==> src/rtl/xy_noc_pkg.sv <==
// Shared XY NoC definitions: default field widths, packet layout, error bit indices.
// Packet layout is {xaddr[MSB], yaddr, data[LSB]}.
package xy_noc_pkg;

  localparam int XADDR_W = 4;
  localparam int YADDR_W = 4;
  localparam int DATA_W  = 8;
  localparam int PCKT_W  = XADDR_W + YADDR_W + DATA_W;

  localparam int DATA_LSB  = 0;
  localparam int YADDR_LSB = DATA_W;
  localparam int XADDR_LSB = DATA_W + YADDR_W;

  localparam int ERR_SW_OVF   = 0;
  localparam int ERR_MISROUTE = 1;

  typedef struct packed {
    logic [XADDR_W-1:0] xaddr;
    logic [YADDR_W-1:0] yaddr;
    logic [DATA_W-1:0]  data;
  } hdr_t;

  function automatic logic [PCKT_W-1:0] pack_pckt(input logic [XADDR_W-1:0] x,
                                                  input logic [YADDR_W-1:0] y,
                                                  input logic [DATA_W-1:0]  d);
    return {x, y, d};
  endfunction

  function automatic hdr_t unpack_pckt(input logic [PCKT_W-1:0] p);
    return hdr_t'(p);
  endfunction

endpackage

==> src/rtl/xy_ni_fifo.sv <==
// Synchronous FIFO, 2**DEPTH_W entries; head is combinational from the read pointer (0 when empty).
// Latency: a push at edge N is visible at the head during cycle N+1.
// Backpressure: push refused while full, pop ignored while empty; both judged pre-edge.
module xy_ni_fifo #(
  parameter int W       = 16,
  parameter int DEPTH_W = 2
) (
  input  logic         clk_i,
  input  logic         rst_ni,
  input  logic         push,
  input  logic [W-1:0] wr_dat,
  input  logic         pop,
  output logic         full,
  output logic         empty,
  output logic [W-1:0] head_dat
);

  logic [DEPTH_W:0] wptr, rptr;
  logic [W-1:0]     mem [2**DEPTH_W];

  // Extra pointer bit separates full from empty when the index bits match.
  assign empty = (wptr == rptr);
  assign full  = (wptr[DEPTH_W] != rptr[DEPTH_W]) &&
                 (wptr[DEPTH_W-1:0] == rptr[DEPTH_W-1:0]);

  always_ff @(posedge clk_i or negedge rst_ni) begin
    if (!rst_ni) begin
      wptr <= '0;
      rptr <= '0;
    end else begin
      if (push && !full)
        wptr <= wptr + 1'b1;
      if (pop && !empty)
        rptr <= rptr + 1'b1;
    end
  end

  always_ff @(posedge clk_i) begin
    if (push && !full)
      mem[wptr[DEPTH_W-1:0]] <= wr_dat;
  end

  assign head_dat = empty ? '0 : mem[rptr[DEPTH_W-1:0]];

endmodule

==> src/rtl/xy_resource_ni.sv <==
// PE <-> xy_switch RESOURCE-port NI: packs/buffers TX messages, buffers/checks RX packets.
// Latency: PE accept at edge N -> sw_wr_en_o in cycle N+1; switch write at N -> rx_valid_o in N+1.
// Backpressure: tx_ready_o = TX FIFO not full; injection held off by sw_fifo_full_i; RX drops when full. XY_NI_STATS_EN adds counters.
module xy_resource_ni
  import xy_noc_pkg::*;
#(
  parameter int X_CORD       = 0,
  parameter int Y_CORD       = 0,
  parameter int FIFO_DEPTH_W = 2,
  parameter int PCKT_XADDR_W = XADDR_W,
  parameter int PCKT_YADDR_W = YADDR_W,
  parameter int PCKT_DATA_W  = DATA_W,
  parameter int PCKT_W       = PCKT_XADDR_W + PCKT_YADDR_W + PCKT_DATA_W
) (
  input  logic                    clk_i,
  input  logic                    rst_ni,
  input  logic                    tx_valid_i,
  output logic                    tx_ready_o,
  input  logic [PCKT_XADDR_W-1:0] tx_xaddr_i,
  input  logic [PCKT_YADDR_W-1:0] tx_yaddr_i,
  input  logic [PCKT_DATA_W-1:0]  tx_data_i,
  output logic                    sw_wr_en_o,
  output logic [PCKT_W-1:0]       sw_pckt_o,
  input  logic                    sw_fifo_full_i,
  input  logic                    sw_fifo_overflow_i,
  input  logic                    sw_wr_en_i,
  input  logic [PCKT_W-1:0]       sw_pckt_i,
  output logic                    rx_fifo_full_o,
  output logic                    rx_fifo_overflow_o,
  output logic                    rx_valid_o,
  input  logic                    rx_ready_i,
  output logic [PCKT_XADDR_W-1:0] rx_xaddr_o,
  output logic [PCKT_YADDR_W-1:0] rx_yaddr_o,
  output logic [PCKT_DATA_W-1:0]  rx_data_o,
  output logic [1:0]              err_o,
  output logic [15:0]             tx_cnt_o,
  output logic [15:0]             rx_cnt_o
);

  logic              tx_full, tx_empty, tx_push;
  logic [PCKT_W-1:0] tx_head;
  logic              rx_full, rx_empty, rx_push, rx_pop;
  logic [PCKT_W-1:0] rx_head;
  logic              misroute;
  logic              rx_ovf_q;
  logic [1:0]        err_q;

  assign tx_ready_o = !tx_full;
  assign tx_push    = tx_valid_i && !tx_full;
  assign sw_wr_en_o = !tx_empty && !sw_fifo_full_i;
  assign sw_pckt_o  = tx_head;

  xy_ni_fifo #(.W(PCKT_W), .DEPTH_W(FIFO_DEPTH_W)) u_tx_fifo (
    .clk_i    (clk_i),
    .rst_ni   (rst_ni),
    .push     (tx_push),
    .wr_dat   ({tx_xaddr_i, tx_yaddr_i, tx_data_i}),
    .pop      (sw_wr_en_o),
    .full     (tx_full),
    .empty    (tx_empty),
    .head_dat (tx_head)
  );

  assign rx_push = sw_wr_en_i && !rx_full;
  assign rx_pop  = !rx_empty && rx_ready_i;

  xy_ni_fifo #(.W(PCKT_W), .DEPTH_W(FIFO_DEPTH_W)) u_rx_fifo (
    .clk_i    (clk_i),
    .rst_ni   (rst_ni),
    .push     (rx_push),
    .wr_dat   (sw_pckt_i),
    .pop      (rx_pop),
    .full     (rx_full),
    .empty    (rx_empty),
    .head_dat (rx_head)
  );

  assign rx_fifo_full_o     = rx_full;
  assign rx_fifo_overflow_o = rx_ovf_q;
  assign rx_valid_o         = !rx_empty;
  assign {rx_xaddr_o, rx_yaddr_o, rx_data_o} = rx_head;

  // Misrouted packets are still delivered; only the sticky flag records them.
  assign misroute =
    (sw_pckt_i[PCKT_W-1 -: PCKT_XADDR_W]      != PCKT_XADDR_W'(X_CORD)) ||
    (sw_pckt_i[PCKT_DATA_W +: PCKT_YADDR_W]   != PCKT_YADDR_W'(Y_CORD));

  always_ff @(posedge clk_i or negedge rst_ni) begin
    if (!rst_ni) begin
      rx_ovf_q <= 1'b0;
      err_q    <= '0;
    end else begin
      rx_ovf_q <= sw_wr_en_i && rx_full;
      if (sw_fifo_overflow_i)
        err_q[ERR_SW_OVF] <= 1'b1;
      if (rx_push && misroute)
        err_q[ERR_MISROUTE] <= 1'b1;
    end
  end

  assign err_o = err_q;

`ifdef XY_NI_STATS_EN
  logic [15:0] tx_cnt_q, rx_cnt_q;

  always_ff @(posedge clk_i or negedge rst_ni) begin
    if (!rst_ni) begin
      tx_cnt_q <= '0;
      rx_cnt_q <= '0;
    end else begin
      if (sw_wr_en_o && tx_cnt_q != 16'hFFFF)
        tx_cnt_q <= tx_cnt_q + 16'd1;
      if (rx_pop && rx_cnt_q != 16'hFFFF)
        rx_cnt_q <= rx_cnt_q + 16'd1;
    end
  end

  assign tx_cnt_o = tx_cnt_q;
  assign rx_cnt_o = rx_cnt_q;
`else
  assign tx_cnt_o = '0;
  assign rx_cnt_o = '0;
`endif

endmodule

==> config.mk <==
export PLATFORM = sky130hd
export DESIGN_NAME = xy_resource_ni
export DESIGN_NICKNAME = d
export VERILOG_FILES = /design/src/rtl/xy_noc_pkg.sv /design/src/rtl/xy_ni_fifo.sv /design/src/rtl/xy_resource_ni.sv
export SDC_FILE = /design/constraint.sdc
export NUM_CORES = 1
export LEC_CHECK = 0
export CORE_ASPECT_RATIO = 1.1
export CORE_MARGIN = 2
export CORE_UTILIZATION = 53
export CTS_CLUSTER_SIZE = 16
export DETAILED_ROUTE_END_ITERATION = 6
export PLACE_DENSITY = 0.91
export SETUP_SLACK_MARGIN = 0.02
export SYNTH_ARGS = -nofsm -noshare
export SYNTH_HDL_FRONTEND = slang
export SYNTH_HIERARCHICAL = 1
export SYNTH_SLANG_ARGS = --single-unit
==> constraint.sdc <==
create_clock -name clk_i -period 2.65 [get_ports clk_i]
set_input_delay 0.53 -clock clk_i [delete_from_list [all_inputs] [get_ports clk_i]]
set_output_delay 0.53 -clock clk_i [all_outputs]
set_load 0.05 [all_outputs]
==> results of run 1 <==
## final timing paths
kind,startpoint,end,slack (ns),cells past startpoint
max reg2reg,u_rx_fifo/rptr[2],u_rx_fifo/mem[3][0],0.32,7
max,u_rx_fifo/rptr[0],rx_xaddr_o[2],0.09,4
max in group asynchronous,rst_ni,u_tx_fifo/rptr[0],1.52,1
min in group asynchronous,rst_ni,u_rx_fifo/rptr[2],0.58,1
min reg2reg,err_o[0],err_o[0],0.47,1
min,err_o[0],err_o[0],0.47,1
## metal layers
| layer | wire length (µm) | vias to the layer above | global-route usage | part of all wire |
|---|---|---|---|---|
| li1 | - | 1473 | - | - |
| met1 | 4460 | 1643 | 0.229 | 0.40 |
| met2 | 5790 | 128 | 0.314 | 0.52 |
| met3 | 678 | 17 | 0.0513 | 0.061 |
| met4 | 203 | 0 | 0.0649 | 0.018 |
| met5 | 0 | - | 0 | 0 |
## worst max-delay path: stages (launching register included)
cell and delay, ns:
dfrtp_1 0.46, buf_6 0.23, mux4_1 0.59, nor2b_1 0.15, buf_4 0.18
## metrics by stage
step / hold slack [ns] / area [µm²]
2_1_floorplan: 0.234 / 6400
3_3_place_gp: 0.458 / 7120
3_5_place_dp: 0.459 / 7120
4_1_cts: 0.473 / 7750
5_1_grt: 0.487 / 7770
6_report: 0.468 / 7770
## cells in the final DEF (no fill, tap or decap), types with 3 or more instances in the layout
cell type,instances
nand2b_1,4
clkinv_2,3
xor2_1,3
clkbuf_16,17
inv_1,10
xnor2_1,12
a21oi_1,8
a211oi_1,4
xor2_2,5
clkdlybuf4s50_1,41
nand2_1,3
conb_1,32
buf_4,47
dfrtp_1,14
clkinv_4,3
edfxtp_1,128
o31ai_1,8
mux4_1,20
mux4_2,12
nor2b_1,35
ha_1,10
and3_1,6
buf_12,8
## cell type report
class	instances	area (µm²)
clock buffers	18	429
clock inverters	14	141
fillers	740	3720
inverters	10	37.5
multi-input cells	176	1820
flip-flops and latches	143	4220
well taps	150	188
repair buffers	97	935
## sequential cells by signal, summed over array words and instances (netlist names)
register            cells
u_rx_fifo/mem          64
u_tx_fifo/mem          64
u_rx_fifo/rptr          3
u_rx_fifo/wptr          3
u_tx_fifo/rptr          3
u_tx_fifo/wptr          3
err_o                   2
rx_fifo_overflow_o      1
## logic make-up after synthesis
kind of cell | after synthesis
flops | 143
xor+xnor | 20
other cells | 1
compound gates | 25
fa+ha+maj | 10
buf+inv | 52
mux | 32
simple gates | 57
## what timing repair did
item                       4_1_cts  5_1_grt
setup buffers                    3        2
gates resized for setup          2        2
pin swaps                        2        0
setup endpoints to repair       34        8
==> reports/summary.txt, run 1 <==
Outcome: finished, final reports clean
Worst path arrival time: 2.03 ns
Dpl cells: 571
Count leader, synth: edfxtp_1
Fin cells: 608
Final setup vio count: 0
Port Buffer Count: 77
Fin Setup TNS: 0 ns
Clock Sinks: 143
Crit. End Element: output pin
Yosys top cell by area: edfxtp_1
Minimum clock period: 2.56 ns
Setup crit start kind: register
Seq/Total Area, Yosys: 0.672
Hold Crit Class: reg -> reg
Gpl congestion: 0.796
Number of iterations in the first detailed-routing pass: 4
Wire length per cell: 18.3 µm
Synth Area in Compound Gates: 0.0287
Fin util: 0.676
Req. time, crit path: 2.12 ns
Final Hold Vio Count: 0
Layout cells sized above 1: 0.242
Layout Skew: 0.00708 ns
CTS tree: built
Vias per cell: 5.36
Initial antenna violation count: 0
Slew headroom: 0.467
Area share of and/or/nand/nor cells after synthesis: 0.0600
Max Slew Vio Count: 0
Ys async rst share: 0.105
Synth Flop Type: edfxtp_1
Syn Std Cell Area: 6280 µm²
Top-area cell type share of the netlist area: 0.612
Synthesized flop and latch total: 143
Routed Wire Length: 11100 µm
Ant diodes: 0
Area share of fa/ha/maj cells after synthesis: 0.0199
Die H: 118 µm
Latest clock arrival within the worst-skew pair: 0.41 ns
Post-synth top cells: edfxtp_1, nor2b_1, buf_4
Iter 0 DRT Violations: 107
Pre-CTS worst setup slack: 0.178 ns
Unrepaired setup endpoints after global routing: false
Crit share post-route: 0.965
Row count: 41
Vias in the first global route: 3414
Synth warnings: 6
CTS Buf Count: 17
Die W: 108 µm
Worst Max-Slew Pin Slew: 0.797 ns
Post-synthesis cell count: 340
Htree depth: 4
GR Util All Layers: 0.186
Crit Path Class: reg -> out
Area growth, synth to finish: 23.8%
Nets: 494
IO Pins: 110
Post-synth cell types: 31
Post-synthesis mux area share: 0.127
DR vias: 3261
Clk buf depth: 2
XOR/XNOR Fraction of Synth Area: 0.0327
Number of flops mapped to enable cells by yosys: 128
Core box area: 11500 µm²
Max frequency: 391 MHz
Register clock-pin slew on the reported worst setup and hold paths: 0.06 ns
Full die area: 12700 µm²
Grt ovf: 0
Crit-path max FO: 12
# Max-Cap Violations: 0
Cts hold-fix bufs: 0
Largest net degree at the start of global routing: 20
Top cells by area, synth: edfxtp_1, mux4_1, dfrtp_1
Largest family of logic cells by synthesized area: multiplexers
Avg Cell Area, Syn: 18.5 µm²
DRT antenna net count: 0
First-pass GRT wire length: 17600 µm
Post-DP HPWL: 7330 µm
DRC Markers: 0
Starting Density: 0.546
Final WS setup: 0.0916 ns
Root Buffer: clkbuf_16
Power of run 1 is not shown: default switching activity piles up to over one toggle a cycle in this logic, so the estimate is an artifact.
==> run 2: changes to the inputs <==
- ABC_AREA: default -> 1
==> run 2 against run 1 <==
Register-to-register slack gained 0.19 ns. Cell count grew 39%. Sequential share of layout area shrank 2.7 points. Routed wire length grew 20%.
==> reports/summary.txt, run 2 <==
Outcome: finished, final reports clean
Unrepaired setup endpoints after global routing: false
Crit-path cells: clkinv_4 > nand2_2 > nand2_2 > nand3_4 > buf_4 > nand2_1 > inv_1 > buf_12
CP dominant cell by count: nand2_2
Layout Skew: 0.00650 ns (-0.000574 ns)
DRT antenna net count: 0 (unchanged)
Number of flops mapped to enable cells by yosys: 128 (unchanged)
IO Pins: 110 (unchanged)
Post-synth top cells: edfxtp_1, nor2_1, nand2_1
Setup crit start kind: register
Synth warnings: 6 (unchanged)
Crit share post-route: 0.930 (-0.0359)
Syn Std Cell Area: 6440 µm² (+2.6%)
Worst path arrival time: 1.93 ns (-0.10 ns)
Slew headroom: 0.518 (+0.0508)
Cts hold-fix bufs: 0 (unchanged)
Final Hold Vio Count: 0 (unchanged)
Count leader, synth: edfxtp_1
Post-synth cell types: 22 (-29%)
CTS tree: built
Vias per cell: 5.17 (-3.5%)
Full die area: 13000 µm² (+2.5%)
Number of iterations in the first detailed-routing pass: 5 (+1)
Post-synthesis cell count: 594 (+75%)
Htree depth: 4 (unchanged)
GR Util All Layers: 0.213 (+0.0276)
Ys async rst share: 0.105 (unchanged)
Max Slew Vio Count: 0 (unchanged)
Clk buf depth: 2 (unchanged)
Grt ovf: 0 (unchanged)
Vias in the first global route: 4467 (+31%)
Nets: 729 (+48%)
Reg-to-reg slack, setup: 0.51 ns (+0.19 ns)
Crit path launch: u_tx_fifo/rptr[0]
Core box area: 11900 µm² (+3.8%)
Layout cells sized above 1: 0.147 (-0.0952)
# Max-Cap Violations: 0 (unchanged)
Yosys top cell by area: edfxtp_1
Row count: 42 (+2.4%)
Initial antenna violation count: 0 (unchanged)
CTS Buf Count: 17 (unchanged)
Minimum clock period: 2.46 ns (-0.0951 ns)
Gpl congestion: 0.778 (-2.2%)
Hold Startpoint: err_o[0]
Fin Setup TNS: 0 ns (unchanged)
Clock Sinks: 143 (unchanged)
Hold Crit Class: reg -> reg
Port Buffer Count: 77 (unchanged)
Largest net degree at the start of global routing: 35 (+75%)
Leading cell types in the layout, fill and taps excluded: edfxtp_1, nor2_1, nand2_1
Crit. End Element: output pin
Commonest non-fill, non-tap cell in the layout: edfxtp_1
Register clock-pin slew on the reported worst setup and hold paths: 0.06 ns (about the same)
Worst Max-Slew Pin Slew: 0.721 ns (-0.0760 ns)
First-pass GRT wire length: 21000 µm (+20%)
Crit-path max FO: 17 (+5)
Post-DP HPWL: 8300 µm (+13%)
Req. time, crit path: 2.12 ns (about the same)
Routed Wire Length: 13400 µm (+20%)
DR vias: 4382 (+34%)
R2R Path Start: u_tx_fifo/rptr[0]
Starting Density: 0.540 (-0.00662)
Latest clock arrival within the worst-skew pair: 0.41 ns (about the same)
Die W: 109 µm (+1.2%)
Final setup vio count: 0 (unchanged)
Top-area cell type share of the netlist area: 0.597 (-0.0152)
Max frequency: 406 MHz (+3.9%)
Top Family by Delay on Critical Path: buffers and inverters
Avg Cell Area, Syn: 10.8 µm² (-41%)
Iter 0 DRT Violations: 357 (+230%)
Area growth, synth to finish: 27.2%
WP buf/inv: 4 (+2)
Synth Flop Type: edfxtp_1
Wire length per cell: 15.8 µm (-14%)
Slowest CP cell: dfrtp_2
Die H: 120 µm (+1.2%)
DRC Markers: 0 (unchanged)
Crit-path max cell delay: 0.44 ns (-0.15 ns)
Ant diodes: 0 (unchanged)
Synthesized flop and latch total: 143 (unchanged)
Crit Path Class: reg -> out
Root Buffer: clkbuf_16
Top cells by area, synth: edfxtp_1, nor2_1, o21ai_0
Seq/Total Area, Yosys: 0.656 (-0.0167)
==> run 2: repair_timing <==
| action | 4_1_cts | 5_1_grt |
|---|---|---|
| cloned | 0 | 1 |
| buffers inserted | 0 | 2 |
| gates resized for setup | 2 | 5 |
| endpoints found under the setup margin | 20 | 23 |
==> run 2: cell type report <==
class | count | area (µm²)
Sequential cell | 143 | 4220
Fill cell | 785 | 3740
Multi-Input combinational cell | 360 | 1660
Timing Repair Buffer | 93 | 1260
Clock buffer | 17 | 425
Inverter | 64 | 250
Tap cell | 154 | 193
Clock inverter | 15 | 169
Timing Repair inverter | 1 | 5.00
==> run 2: stage by stage <==
stage               hold WS, ns  setup slack (ns)  instances  area [µm²]  utilization
finish                    0.500             0.187        847        8190        0.686
global route              0.527            0.0652        847        8190        0.686
CTS                       0.501            0.0555        844        8160        0.684
detailed placement        0.480             0.409        812        7550        0.633
global placement          0.451             0.461        812        7550        0.633
floorplan                 0.234             0.211        625        6550            -
==> run 2: routing by layer <==
| metal | share of wire | up-vias | GRT usage |
|---|---|---|---|
| li1 | - | 2072 | - |
| met1 | 0.39 | 2094 | 0.261 |
| met2 | 0.52 | 200 | 0.355 |
| met3 | 0.072 | 16 | 0.0641 |
| met4 | 0.012 | 0 | 0.0809 |
| met5 | 0 | - | 0 |
==> run 2: final timing paths <==
path	depth (start not counted)	to
min reg2reg	1	err_o[0]
max reg2reg	11	u_tx_fifo/mem[3][13]
max in group asynchronous	1	u_tx_fifo/rptr[0]
min	1	err_o[0]
max	8	sw_pckt_o[12]
min in group asynchronous	1	rx_fifo_overflow_o
==> run 2: cell families after synthesis <==
group | share of synthesized area
AO/OA/AOI/OAI | 0.0754
XOR/XNOR | 0.00408
other | 0.000583
flip-flops | 0.656
buffers and inverters | 0.107
AND/OR/NAND/NOR | 0.138
adder cells (fa/ha/maj) | 0.0194
Power of run 2 is left out for the same reason.
